--- config.mk ---
export PLATFORM = sky130hd
export DESIGN_NAME = hash_msg_streamer
export DESIGN_NICKNAME = d
export VERILOG_FILES = /design/src/rtl/hash_msg_streamer.sv
export SDC_FILE = /design/constraint.sdc
export NUM_CORES = 1
export LEC_CHECK = 0
export BUFFER_PORTS_ARGS = -buffer_cell sky130_fd_sc_hd__buf_2
export CAP_MARGIN = 15
export CELL_PAD_IN_SITES_DETAIL_PLACEMENT = 2
export CELL_PAD_IN_SITES_GLOBAL_PLACEMENT = 2
export CORE_UTILIZATION = 31
export DETAILED_ROUTE_END_ITERATION = 10
export PLACE_DENSITY_LB_ADDON = 0.1
export SLEW_MARGIN = 30
export SYNTH_ARGS = -nofsm -noshare
export SYNTH_HDL_FRONTEND = slang
export SYNTH_SLANG_ARGS = --single-unit
--- constraint.sdc ---
create_clock -name clk -period 3.8 [get_ports clk]
set_clock_uncertainty 0.05 [all_clocks]
set_input_delay 0.38 -clock clk [delete_from_list [all_inputs] [get_ports clk]]
set_output_delay 0.38 -clock clk [all_outputs]
set_load 0.01 [all_outputs]
--- src/rtl/hash_msg_streamer.sv ---
// hash_msg_streamer
//   Producer-side driver for the DES-S-box hash core byte interface. The host
//   fills a local byte buffer, pulses start, and the block streams the bytes
//   to the core in lockstep with its 2-cycle-per-byte FSM, captures the 32-bit
//   digest on the first cycle it is valid, and offers it on a valid/ready port.
//
//   Optional build macro: HASH_STREAMER_PROTOCHK_EN adds a sticky proto_err
//   output that flags core_ready misbehaviour against the expected timing.
//
// Ports
//   clk, rst_n              clock and async active-low reset (shared with core)
//   wr_valid/wr_data/wr_ready  host byte writes into the message buffer
//   start                   pulse: hash the loaded bytes
//   busy                    start accepted, digest not yet taken
//   m_valid/m_byte/m_len    core M_valid / message / counter
//   core_digest, core_ready core digest_out / hash_ready
//   dig_valid/dig_data/dig_ready  captured digest handshake
//   proto_err               (macro only) sticky protocol error flag
//
// state    | meaning
// S_LOAD   | accepting host bytes, waiting for start
// S_STREAM | byte idx on m_byte; ph=0 valid cycle, ph=1 core S1 cycle
// S_WAIT   | two cycles for the core to finish; capture on the second
// S_DONE   | digest offered, waiting for dig_ready
module hash_msg_streamer #(
    parameter int DEPTH = 64,
    parameter int AW    = $clog2(DEPTH + 1)
) (
    input  logic        clk,
    input  logic        rst_n,
    input  logic        wr_valid,
    input  logic [7:0]  wr_data,
    output logic        wr_ready,
    input  logic        start,
    output logic        busy,
    output logic        m_valid,
    output logic [7:0]  m_byte,
    output logic [63:0] m_len,
    input  logic [31:0] core_digest,
    input  logic        core_ready,
    output logic        dig_valid,
    output logic [31:0] dig_data,
    input  logic        dig_ready
`ifdef HASH_STREAMER_PROTOCHK_EN
    , output logic      proto_err
`endif
);

    localparam int IW = (DEPTH > 1) ? $clog2(DEPTH) : 1;

    typedef enum logic [1:0] {S_LOAD, S_STREAM, S_WAIT, S_DONE} state_t;

    state_t        state, state_nx;
    logic [AW-1:0] count, count_nx;
    logic [AW-1:0] idx, idx_nx;
    logic          ph, ph_nx;
    logic          wr_fire;
    logic          capture;
    logic [7:0]    byte_nx;
    logic [7:0]    msg_buf [DEPTH];

    always_comb begin
        state_nx = state;
        count_nx = count;
        idx_nx   = idx;
        ph_nx    = ph;
        capture  = 1'b0;
        wr_fire  = (state == S_LOAD) && wr_valid && wr_ready;
        byte_nx  = 8'h00;

        case (state)
            S_LOAD: begin
                if (wr_fire) count_nx = count + AW'(1);
                if (start) begin
                    state_nx = S_STREAM;
                    idx_nx   = '0;
                    ph_nx    = 1'b0;
                end
            end
            S_STREAM: begin
                if (count == '0) begin
                    state_nx = S_WAIT;
                    ph_nx    = 1'b0;
                end else if (!ph) begin
                    ph_nx = 1'b1;
                end else if (idx == count - AW'(1)) begin
                    state_nx = S_WAIT;
                    ph_nx    = 1'b0;
                end else begin
                    idx_nx = idx + AW'(1);
                    ph_nx  = 1'b0;
                end
            end
            S_WAIT: begin
                if (!ph) begin
                    ph_nx = 1'b1;
                end else begin
                    capture  = 1'b1;
                    state_nx = S_DONE;
                end
            end
            S_DONE: begin
                if (dig_ready) begin
                    state_nx = S_LOAD;
                    count_nx = '0;
                end
            end
            default: state_nx = S_LOAD;
        endcase

        // Byte 0 may be written on the start edge itself (empty buffer plus
        // same-cycle write), so forward wr_data instead of reading the array.
        if (state_nx == S_STREAM) begin
            if ((state == S_LOAD) && (count == '0))
                byte_nx = wr_fire ? wr_data : 8'h00;
            else
                byte_nx = msg_buf[idx_nx[IW-1:0]];
        end
    end

    always_ff @(posedge clk or negedge rst_n) begin
        if (!rst_n) begin
            state     <= S_LOAD;
            count     <= '0;
            idx       <= '0;
            ph        <= 1'b0;
            wr_ready  <= 1'b1;
            busy      <= 1'b0;
            m_valid   <= 1'b0;
            m_byte    <= 8'h00;
            m_len     <= 64'd0;
            dig_valid <= 1'b0;
            dig_data  <= 32'd0;
        end else begin
            state     <= state_nx;
            count     <= count_nx;
            idx       <= idx_nx;
            ph        <= ph_nx;
            wr_ready  <= (state_nx == S_LOAD) && (count_nx < AW'(DEPTH));
            busy      <= (state_nx != S_LOAD);
            m_valid   <= (state_nx == S_STREAM) && !ph_nx;
            m_byte    <= byte_nx;
            dig_valid <= (state_nx == S_DONE);
            if ((state == S_LOAD) && start) m_len <= 64'(count_nx);
            if (capture) dig_data <= core_digest;
        end
    end

    // Buffer has no reset; count alone defines which bytes are meaningful.
    always_ff @(posedge clk) begin
        if (wr_fire) msg_buf[count[IW-1:0]] <= wr_data;
    end

`ifdef HASH_STREAMER_PROTOCHK_EN
    // idx==1 with ph==0 is cycle t0+2, reachable only when L>=2.
    always_ff @(posedge clk or negedge rst_n) begin
        if (!rst_n)
            proto_err <= 1'b0;
        else if ((capture && !core_ready) ||
                 ((state == S_STREAM) && (idx == AW'(1)) && !ph && core_ready))
            proto_err <= 1'b1;
    end
`else
    logic unused_core_ready;
    assign unused_core_ready = core_ready;
`endif

endmodule
Yosys cells after proc, flatten, opt, wreduce, memory -nomap -nowiden
Memory sizes are Yosys's and may differ from the RTL's.
Cells that the tools add are included.

word-level totals
  bits in registers = 68
  output and inout bits = 108
  memories = 1
  RAM bits = 512
  bits in read-only memories = 0
  latch bits = 0
  logic and storage cells = 66

memories
  memory   depth  bits a word  read ports  clocked after memory_dff  write ports  RTL line  RTL
  msg_buf  64     8            1           0                         1            60        logic [7:0] msg_buf [DEPTH];

cells by class
  reduce and logical (&&, ||, !) cells = 13
  magnitude comparators = 1
  mux-type cells = 26
  divide/modulo/power cells = 0
  equality and inequality tests = 10
  bitwise operators = 0
  multiply operators = 0
  shift-type cells = 0
  add/sub/neg operators = 3

operators by type and width
  kind                                                                 number
  7-bit 2-to-1 mux                                                     6
  7-bit case mux with 2 select lines                                   2
  8-bit 2-to-1 mux                                                     3
  7-bit by 1-bit adder with 7-bit output (second input constant)       2
  2-bit 2-to-1 mux                                                     6
  2-bit != test (second input constant)                                4
  2-bit case mux with 4 select lines                                   1
  7-bit == test                                                        1
  7-bit zero test                                                      1
  7-bit < comparator (second input constant)                           1
  1-bit 2-to-1 mux                                                     7
  7-bit by 1-bit subtractor with 7-bit output (second input constant)  1
  2-bit == test (second input constant)                                3
  1-bit logical AND                                                    6
  5-bit AND reduction                                                  1
  2-bit by 1-bit == test with 1-bit output (second input constant)     2
  2-bit zero test                                                      2
  2-bit nonzero test                                                   2
  1-bit case mux with 3 select lines                                   1
  1-bit zero test                                                      1

Depth between registers and ports, before layout
An unclocked memory read counts as a cell.

  depth in word-level cells = 9
  depth in mapped cells = 17
  mapped depth without buffers = 14

Worst setup path after synthesis
OpenSTA, ideal clock, no wires.

  kind = register to register
  start point = register count[1]
  end point = register m_byte[0]
  stages on the path, launching flop included = 15
  period minus slack after synthesis = 3468 ps
  data required time = 3611 ps
  data arrival time = 3280 ps
  slack = 332 ps
  path buffers = 2
  cell sequence = dfrtp_1 -> inv_1 -> ha_1 -> xnor2_1 -> a311oi_1 -> o211ai_1 -> or4_1 -> o311a_1 -> buf_2 -> buf_2 -> mux2i_1 -> a32oi_1 -> a31oi_1 -> a2111oi_0 -> a211oi_1

between the ends
  word-level cells in the longest chain between the ends = 9
  elaborated cells between the ends (all ways) = 16
  those cells by class = add/sub (1); eq/ne (2); mux (10); reduce/logical (2); memory (1)

ends and longest elaborated chain
  element                                      RTL line  RTL
  from (decl)                                  54        logic [AW-1:0] count, count_nx;
  from (signal assigned)                       136       count <= count_nx;
  7-bit by 1-bit subtractor with 7-bit output  86        end else if (idx == count - AW'(1)) begin
  7-bit == test                                86
  7-bit 2-to-1 mux                             86
  7-bit 2-to-1 mux                             84        end else if (!ph) begin
  7-bit 2-to-1 mux                             81        if (count == '0) begin
  7-bit case mux with 2 select lines           71        case (state)
  memory read 64 x 8 bit                       --
  8-bit 2-to-1 mux                             114       if ((state == S_LOAD) && (count == '0))
  8-bit 2-to-1 mux *                           113       if (state_nx == S_STREAM) begin
  net byte_nx[0]                               59        logic [7:0] byte_nx;
  to (signal assigned)                         142       m_byte <= byte_nx;
  to (decl)                                    37        output logic [7:0] m_byte,

The timed path passes the listed nets; every way through them passes the cells marked *. The select of a mux whose other input is x is not followed.
A chain may end at the register's enable or synchronous reset.

Worst setup path after layout
  start point = register count[1]
  end point = register m_byte[2]

Same word-level chain as after synthesis.

==> results.md <==
- Critical Path Sink Type: flop
- Register area share after synthesis: 70.1%
- CTS clock-pin slew for the worst setup and hold paths: 0.06 ns
- # Max-Cap Violations: 0
- Ys flop type: edfxtp_1
- Htree depth: 3
- Syn avg cell area: 12.9 um^2
- CTS Buf Count: 70
- GRT Total Usage: 22.8%
- Routed Antenna Nets: 0
- Cell area after synthesis: 24400 um^2
- 1st-pass router iterations: 5
- Largest net degree at the start of global routing: 69
- GRT Residual Overflow: 0
- RSZ-0062 raised after global routing: yes
- Routed len/inst: 26.8 um
- Worst R2R Path Depth: 16
- Largest cells by area after synthesis: edfxtp_1 63%, dfrtp_1 6.9%, nand2_1 6.7%
- Worst skew pair latency: 0.62 ns
- Synth Instances: 1889
- Die H: 282 um
- Async SR Flop Fraction: 11.7%
- Vias/cell: 5.09
- Final WL: 90600 um
- Crit Path Max Fanout: 6
- Final worst path period share: 103%
- Starting density of the core: 31.4%
- Minimum clock period after layout: 3.93 ns
- Hold Path Depth: 4
- Share of layout cells above drive strength 1: 28.8%
- Arrival time at the worst endpoint: 4.39 ns
- Vias after detailed routing: 17200
- CP Data Required Time: 4.27 ns
- Actual slew at the worst max-slew pin: 0.908 ns
- Die area: 79700 um^2
- Fin nets: 2333
- Failing checks: negative setup slack
- CTS tree: done
- Initial antenna violation count: 5
- FF+latch count, synth: 580
- Hold_ws: 0.0992 ns
- Clk root buf: clkbuf_16
- PnR worst setup slack: -0.127 ns
- First-pass GRT wire length: 130000 um
- I/O pin count: 154
- Area growth, synth to finish: 31.1%
- Core Rows: 102
- Leakage Power: 11.8 nW
- RD Place Congestion: 0.817
- # setup viols final: 8
- Hold Path Class: input pin to flop
- CP Launch Type: flop
- Maximum vdd drop: 0.000372 V
- Status: complete, but fails checks
- Die width: 282 um
- Overall Power: 0.0219 W
- PortBufs: 95
- Post-synth EDFFs: 512
- TNS Setup: -0.580 ns
- Longest Clk Path Bufs: 3
- Core area: 77600 um^2
- DP Wirelength: 58300 um
- Fmax: 255 MHz
- Finished Core Util: 41.1%
- Number of global-route vias before repair: 18700
- Warnings from Yosys: 0
- Max Slew Vio Count: 0
- Clock sink count: 580
- WS Path Type: flop to flop
- Cell Pwr Density: 685 nW/um^2
- Post-synth cell types: 72
- Iteration-0 DRC Markers: 1134
- Fill cells: 7825
- Share of the synthesized area in the top cell type: 63.1%
- Final hold vios: 0
- Drc violations: 0
- Slew Limit Headroom: 39.2%
- Top cell type by total area after synthesis: edfxtp_1
## worst max-delay path, cell delays in order, from the launching register on
cell,delay [ns]
dfrtp_1,0.40
buf_6,0.13
or3_4,0.43
nor4_4,0.19
buf_4,0.17
o211ai_4,0.12
or4_4,0.56
o311a_4,0.18
buf_12,0.15
buf_12,0.14
mux2i_2,0.34
buf_4,0.18
a21oi_1,0.09
a21oi_2,0.24
a2111oi_4,0.06
buf_4,0.17
a211oi_2,0.22
## kinds of logic (layout without fill, tap and decap cells)
kind of cell,count (synthesis),in the layout,synth area share (%)
buf+inv,180,567,3.96
flops,580,580,70.1
other cells,1,58,0.0154
compound gates,224,224,6.35
fa+ha+maj,8,8,0.411
mux,118,118,5.07
xor+xnor,8,8,0.288
simple gates,770,770,13.8
## report_power, final
part | internal [W] | total (W) | switching, W
sequential | 0.00722 | 0.00740 | 0.000184
combinational | 0.00359 | 0.00819 | 0.00460
clock | 0.00362 | 0.00627 | 0.00265
## synthesized netlist by cell type (all sizes together) (26+ instances only)
master,n
dfrtp,67
o21ai,26
mux2,44
clkbuf,40
buf,121
a21oi,58
nand3,125
a31oi,33
and3,46
edfxtp,512
nand2,435
mux2i,74
nor2,99
## stage by stage
step	area, um^2	setup slack (ns)	cells
finish	31900	-0.127	3373
floorplan	24600	0.332	1945
detailed placement	27700	-0.584	3171
global placement	27700	-0.369	3171
global route	31900	-0.245	3372
CTS	31200	-0.144	3350
## final timing paths
kind | start | endpoint | slack [ns]
worst max-delay path | count[1] | m_byte[2] | -0.13
worst min-delay path | start | idx[6] | 0.1
worst max register to register | count[1] | m_byte[2] | -0.13
worst min register to register | m_len[4] | m_len[4] | 0.45
max in group asynchronous | rst_n | m_byte[1] | 2.85
min in group asynchronous | rst_n | dig_data[21] | 0.33
## layer usage
metal | share of wire [%] | wire (um) | vias to the layer above | global-route usage (%)
li1 | - | - | 7633 | -
met3 | 4.0 | 3670 | 114 | 3.77
met2 | 49 | 44500 | 363 | 38.3
met5 | 0 | 0 | - | 0
met1 | 45 | 40400 | 9066 | 30.3
met4 | 2.2 | 1970 | 0 | 6.03
## registers in the layout, indices dropped and copies added, names as in the netlist
| signal | count |
|---|---|
| busy | 1 |
| count | 7 |
| dig_data | 32 |
| dig_valid | 1 |
| idx | 7 |
| m_byte | 8 |
| m_len | 7 |
| m_valid | 1 |
| msg_buf | 512 |
| ph | 1 |
| state | 2 |
| wr_ready | 1 |
## cell type report
class | instances | area (um^2) | area share, %
antenna | 1 | 2.50 | 0.00784
clock inverter | 31 | 186 | 0.584
timing repair inverter | 2 | 32.5 | 0.102
timing repair buffer | 421 | 3830 | 12.0
sequential | 580 | 17100 | 53.5
multi-input combinational | 1185 | 7480 | 23.4
inverter | 19 | 90.1 | 0.282
clock buffer | 94 | 1920 | 6.03
tap | 1040 | 1300 | 4.08
## cell usage in the layout (no fill, tap or decap), drive strengths merged, types with 7 or more instances in the layout
cell and instances:
nand4 16, a211oi 15, a311oi 16, nor2 99, a21oi 58, inv 22, clkinv 27, dlygate4sd3 33
a31oi 33, nand2 435, and3 46, xnor2 7, dfrtp 67, o21ai 26, a2111oi 7, mux2 44
nor3 16, conb 57, ha 8, edfxtp 512, o211ai 9, buf 379, clkbuf 99, a32oi 8
mux2i 74, nand3 125
## what timing repair did
action | CTS | global route
pin swaps | 32 | 43
endpoints found under the setup margin | 8 | 8
buffers inserted | 12 | 17
endpoints found under the hold margin | 99 | 0
hold buffers | 33 | 0
resized for setup | 172 | 76
cloned | 11 | 5
No activity file was read; power rests on OpenSTA's default activity.
